===== config.mk =====
export PLATFORM = sky130hd
export DESIGN_NAME = sram_bus_arbiter
export DESIGN_NICKNAME = d
export VERILOG_FILES = /design/src/rtl/sram_bus_arbiter_pkg.sv /design/src/rtl/sram_bus_arbiter_arb_grant.sv /design/src/rtl/sram_bus_arbiter.sv
export SDC_FILE = /design/constraint.sdc
export NUM_CORES = 1
export LEC_CHECK = 0
export CAP_MARGIN = 5
export CORE_UTILIZATION = 29
export DETAILED_ROUTE_END_ITERATION = 6
export GPL_ROUTABILITY_DRIVEN = 0
export GPL_TIMING_DRIVEN = 0
export PLACE_DENSITY = 0.75
export SETUP_SLACK_MARGIN = 0.3
export SKIP_CTS_REPAIR_TIMING = 1
export SLEW_MARGIN = 20
export SYNTH_ARGS = -nofsm -noshare
export SYNTH_HDL_FRONTEND = slang
export SYNTH_SLANG_ARGS = --single-unit
export TNS_END_PERCENT = 1

===== constraint.sdc =====
create_clock -name clk -period 3.4 [get_ports clk]
set_clock_uncertainty 0.1 [all_clocks]
set_input_delay 0.68 -clock clk [delete_from_list [all_inputs] [get_ports clk]]
set_output_delay 0.68 -clock clk [all_outputs]
set_load 0.01 [all_outputs]

===== src/rtl/sram_bus_arbiter_pkg.sv =====
// Shared types for the instruction/data sram bus arbiter.
package sram_bus_arbiter_pkg;

    // sram-like transfer sizes
    localparam logic [1:0] SIZE_BYTE = 2'd0;
    localparam logic [1:0] SIZE_HALF = 2'd1;
    localparam logic [1:0] SIZE_WORD = 2'd2;

    // Arbiter transaction phase
    typedef enum logic [1:0] {
        ST_IDLE = 2'd0,
        ST_ADDR = 2'd1,
        ST_DATA = 2'd2
    } arb_state_t;

    // Which master owns the transaction currently on the bus
    typedef enum logic [1:0] {
        OWN_NONE = 2'd0,
        OWN_INST = 2'd1,
        OWN_DATA = 2'd2
    } arb_owner_t;

endpackage


===== src/rtl/sram_bus_arbiter_arb_grant.sv =====
// Grant selection: data wins by default, unless fetch has been passed over
// STARVE_LIMIT times in a row while it was waiting.
module sram_bus_arbiter_arb_grant #(
    parameter int STARVE_LIMIT = 4
) (
    input  logic clk,
    input  logic rst,
    input  logic inst_req,
    input  logic data_req,
    input  logic grant_en,
    output logic grant_inst,
    output logic grant_data
);

    localparam int CNT_W = (STARVE_LIMIT < 1) ? 1 : $clog2(STARVE_LIMIT + 1);
    localparam logic [CNT_W-1:0] LIMIT = CNT_W'(STARVE_LIMIT);

    logic [CNT_W-1:0] starve_cnt;
    logic             starved;

    // Pick at most one master; grants only fire while the arbiter is idle
    always_comb begin
        starved    = inst_req && (starve_cnt == LIMIT);
        grant_data = grant_en && data_req && !starved;
        grant_inst = grant_en && inst_req && !grant_data;
    end

    // Count consecutive data grants taken while fetch was waiting
    always_ff @(posedge clk or negedge rst) begin
        if (!rst) begin
            starve_cnt <= '0;
        end else if (grant_inst) begin
            starve_cnt <= '0;
        end else if (grant_data) begin
            if (!inst_req) begin
                starve_cnt <= '0;
            end else if (starve_cnt != LIMIT) begin
                starve_cnt <= starve_cnt + 1'b1;
            end
        end
    end

endmodule


===== src/rtl/sram_bus_arbiter.sv =====
// Shares one sram-like bus between the fetch and memory-stage masters.
// Handshake: a master holds *_req until its *_addr_ok pulse; *_data_ok is a
// single-cycle pulse carrying read data. On the bus side bus_req is held
// until bus_addr_ok, then the arbiter waits for bus_data_ok. One transaction
// is outstanding at a time and every bus output comes from registers.
module sram_bus_arbiter
    import sram_bus_arbiter_pkg::*;
#(
    parameter int ADDR_W       = 32,
    parameter int DATA_W       = 32,
    parameter int STARVE_LIMIT = 4
) (
    input  logic              clk,
    input  logic              rst,
    input  logic              inst_req,
    input  logic [ADDR_W-1:0] inst_addr,
    output logic              inst_addr_ok,
    output logic              inst_data_ok,
    output logic [DATA_W-1:0] inst_rdata,
    input  logic              data_req,
    input  logic              data_wr,
    input  logic [1:0]        data_size,
    input  logic [ADDR_W-1:0] data_addr,
    input  logic [DATA_W-1:0] data_wdata,
    output logic              data_addr_ok,
    output logic              data_data_ok,
    output logic [DATA_W-1:0] data_rdata,
    output logic              bus_req,
    output logic              bus_wr,
    output logic [1:0]        bus_size,
    output logic [ADDR_W-1:0] bus_addr,
    output logic [DATA_W-1:0] bus_wdata,
    input  logic              bus_addr_ok,
    input  logic              bus_data_ok,
    input  logic [DATA_W-1:0] bus_rdata,
    output logic              busy,
    output arb_state_t        dbg_state
);

    // Latched request; lives here because its widths follow the parameters
    typedef struct packed {
        logic              wr;
        logic [1:0]        size;
        logic [ADDR_W-1:0] addr;
        logic [DATA_W-1:0] wdata;
    } sram_req_t;

    arb_state_t state_q, state_d;
    arb_owner_t owner_q, owner_d;
    sram_req_t  req_q;
    logic       grant_inst, grant_data;
    logic       addr_ok_any, data_ok_any;

    sram_bus_arbiter_arb_grant #(
        .STARVE_LIMIT(STARVE_LIMIT)
    ) u_grant (
        .clk        (clk),
        .rst        (rst),
        .inst_req   (inst_req),
        .data_req   (data_req),
        .grant_en   (state_q == ST_IDLE),
        .grant_inst (grant_inst),
        .grant_data (grant_data)
    );

    // State and owner registers
    always_ff @(posedge clk or negedge rst) begin
        if (!rst) begin
            state_q <= ST_IDLE;
            owner_q <= OWN_NONE;
        end else begin
            state_q <= state_d;
            owner_q <= owner_d;
        end
    end

    // Capture the winning master's request; fetch is always a word read
    always_ff @(posedge clk or negedge rst) begin
        if (!rst) begin
            req_q <= '0;
        end else if (grant_data) begin
            req_q <= '{wr: data_wr, size: data_size, addr: data_addr, wdata: data_wdata};
        end else if (grant_inst) begin
            req_q <= '{wr: 1'b0, size: SIZE_WORD, addr: inst_addr, wdata: '0};
        end
    end

    // Next state plus the bus-side handshake events for the owner
    always_comb begin
        state_d     = state_q;
        owner_d     = owner_q;
        bus_req     = 1'b0;
        addr_ok_any = 1'b0;
        data_ok_any = 1'b0;
        case (state_q)
            ST_IDLE: begin
                // bus_data_ok here is stray and deliberately ignored
                if (grant_data) begin
                    state_d = ST_ADDR;
                    owner_d = OWN_DATA;
                end else if (grant_inst) begin
                    state_d = ST_ADDR;
                    owner_d = OWN_INST;
                end
            end
            ST_ADDR: begin
                bus_req = 1'b1;
                if (bus_addr_ok) begin
                    addr_ok_any = 1'b1;
                    if (bus_data_ok) begin
                        data_ok_any = 1'b1;
                        state_d     = ST_IDLE;
                        owner_d     = OWN_NONE;
                    end else begin
                        state_d = ST_DATA;
                    end
                end
            end
            ST_DATA: begin
                if (bus_data_ok) begin
                    data_ok_any = 1'b1;
                    state_d     = ST_IDLE;
                    owner_d     = OWN_NONE;
                end
            end
            default: begin
                state_d = ST_IDLE;
                owner_d = OWN_NONE;
            end
        endcase
    end

    // Route handshakes and read data to the owning master only
    always_comb begin
        inst_addr_ok = addr_ok_any && (owner_q == OWN_INST);
        inst_data_ok = data_ok_any && (owner_q == OWN_INST);
        data_addr_ok = addr_ok_any && (owner_q == OWN_DATA);
        data_data_ok = data_ok_any && (owner_q == OWN_DATA);
        inst_rdata   = (owner_q == OWN_INST) ? bus_rdata : '0;
        data_rdata   = (owner_q == OWN_DATA) ? bus_rdata : '0;
    end

    // Bus fields straight from the request register
    always_comb begin
        bus_wr    = req_q.wr;
        bus_size  = req_q.size;
        bus_addr  = req_q.addr;
        bus_wdata = req_q.wdata;
        busy      = (state_q != ST_IDLE);
        dbg_state = state_q;
    end

endmodule

==> flow_summary.yaml <==
final_layout:
  syn_to_final_growth_pct: 82.3
  design_area_um2: 7370
  nFillCells: 1170
  drive_gt1_share_pct: 14.7
  n_antenna_cell: 0
  finalNonFillerCells: 842
  fin_nets: 804
  post-route-util_pct: 55.0
synth:
  synth_fp_nets: 517
  yosysTopAreaCell: "dfrtp_1"
  syn_area_um2: 4040
  synth_edf_count: 0
  netlist.area_leader.share_pct: 45.8
  yosys-top-cells-area: "dfrtp_1 (46%), mux2_2 (19%), and2_1 (9.9%)"
  synth_cell_types: 24
  syn_inst: 374
  yosysSeqAreaShare_pct: 45.8
  ys.flop_type: "dfrtp_1"
  synth_common_cells: "dfrtp_1 (74), mux2_2 (67), and2_1 (64)"
  async_flop_share_pct: 100
  postSynthAreaPerCell_um2: 10.8
  synth_most_common_cell: "dfrtp_1"
  yosys_warnings: 0
  ys_ff_latch: 74
detailed_routing:
  drt-total-wl_um: 13300
  vias: 3738
  drc: 0
  first_iter_violations: 69
  firstDrtPassIters: 4
  viasPerCell: 4.44
  ant_nets: 0
  wl_per_cell_um: 15.8
setup_path:
  worstSetupPathType: "primary input to primary output"
  worst-path-max-fanout: 4
  critical_path_required_ns: 2.62
  cp-start-kind: "primary input"
  end_kind: "primary output"
  worstPathArrival_ns: 2.27
timing:
  max_freq_mhz: 328
  setup_violations: 0
  slew-limit-headroom_pct: 71.0
  finalMaxSlewViolations: 0
  rsz0062_at_grt: "true"
  hold_viol_final: 0
  min_period_over_period_pct: 89.8
  min_period_ns: 3.05
  worst_pin_slew_ns: 0.435
grt:
  grt_pass1_vias: 3847
  grt_pass1_wl_um: 20400
  grt_use_total_pct: 18.4
  antenna_found_initial: 0
  grt_max_degree: 56
  gr-total-overflow: 0
clock_tree:
  clk_pin_slew_worst_paths_ns: 0.06
  cts_num_sinks: 74
  h-tree-depth: 3
  cts_tree: "built"
  clockRootBuffer: "clkbuf_16"
  worstSkewPairLatency_ns: 0.32
  cts_buffers: 9
  clock_path_buffers: 2
floorplan:
  die_h_um: 120
  initial_core_util_pct: 30.2
  rows: 42
  die_area_um2: 14400
  die_w_um: 120
  ios: 276
  coreArea_um2: 13400
power_and_ir_drop:
  cellLeakagePower_nw: 3.15
  irDropWorstVdd_v: 0.000432
  p_per_area_nw_per_um2: 782
  power_w: 0.00576
place:
  placedCellCount: 826
  hpwl_um: 10700
  place_area_um2: 7040
  io_buffers: 275
flow_run:
  max_cap_violations: 0
worst_hold_path:
  min_path_type: "primary input to asynchronous set/reset pin"
status:
  outcome: "complete, no violations"
[where the power goes]
part / leakage [nW] / switching [W] / internal (W) / total, W
registers: 0.909 / 0.000247 / 0.00132 / 0.00157
clock network: 0.156 / 0.000381 / 0.000649 / 0.00103
logic: 2.09 / 0.00126 / 0.00190 / 0.00317
total: 3.15 / 0.00189 / 0.00387 / 0.00576
[routing by layer]
metal | up-vias | GRT usage (%) | routed length (um)
li1 | 1789 | - | -
met1 | 1769 | 19.4 | 4840
met2 | 167 | 34.2 | 7070
met3 | 13 | 5.89 | 1180
met4 | 0 | 5.63 | 219
met5 | - | 0 | 0
[cell families after synthesis]
kind of cell,synth area share (%)
compound gates,2.01
fa+ha+maj,1.86
buf+inv,6.87
flops,45.8
mux,27.1
simple gates,16.4
[registers in the layout (all words and copies together), names as in the netlist]
signal,flops
bus_wdata,32
bus_addr,32
bus_wr,1
owner_q,2
u_grant.starve_cnt,3
bus_size,2
dbg_state,2
[worst max-delay path: stages]
cell	delay, ns
clkdlybuf4s50_1	0.52
a21o_1	0.13
nand3_1	0.10
nor3b_1	0.24
clkdlybuf4s50_1	0.60
[stage by stage]
stage	TNS [ns]	worst slack, ns	hold slack [ns]
5_1_grt	0	0.263	0.146
4_1_cts	0	0.331	0.128
2_1_floorplan	0	1.29	0.284
3_5_place_dp	0	0.339	0.416
6_report	0	0.347	0.137
3_3_place_gp	-81.54	-1.11	0.401
[layout by cell type, fill, tap and decap left out, drive strengths merged, types with 4 or more instances in the layout]
master           n
and2            64
buf             14
clkbuf          18
clkdlybuf4s50  274
inv             40
nor2b            5
mux2            67
dfrtp           74
nand2           37
ha               6
mux2i           34
o21ai            4
[final cells by class]
type | count | area, um^2 | share of cell area, %
Multi-Input combinational cell | 240 | 1920 | 26.0
Timing Repair Buffer | 276 | 2780 | 37.7
Sequential cell | 74 | 1850 | 25.1
Clock inverter | 7 | 103 | 1.39
Tap cell | 176 | 220 | 2.99
Buffer | 21 | 131 | 1.78
Inverter | 39 | 146 | 1.99
Clock buffer | 9 | 225 | 3.05
[final timing paths]
kind                         startpoint           end  slack, ns  cells after the start
setup / recovery            bus_addr_ok  inst_data_ok       0.35                      5
hold / removal                      rst  bus_wdata[5]       0.14                      1
setup reg to reg           dbg_state[0]        bus_wr       1.28                      7
hold reg to reg            bus_wdata[8]  bus_wdata[8]       0.43                      2
max in group asynchronous           rst  bus_addr[28]       2.49                      2
min in group clk           bus_wdata[8]  bus_wdata[8]       0.43                      2
No activity file was read; power rests on OpenSTA's default activity.
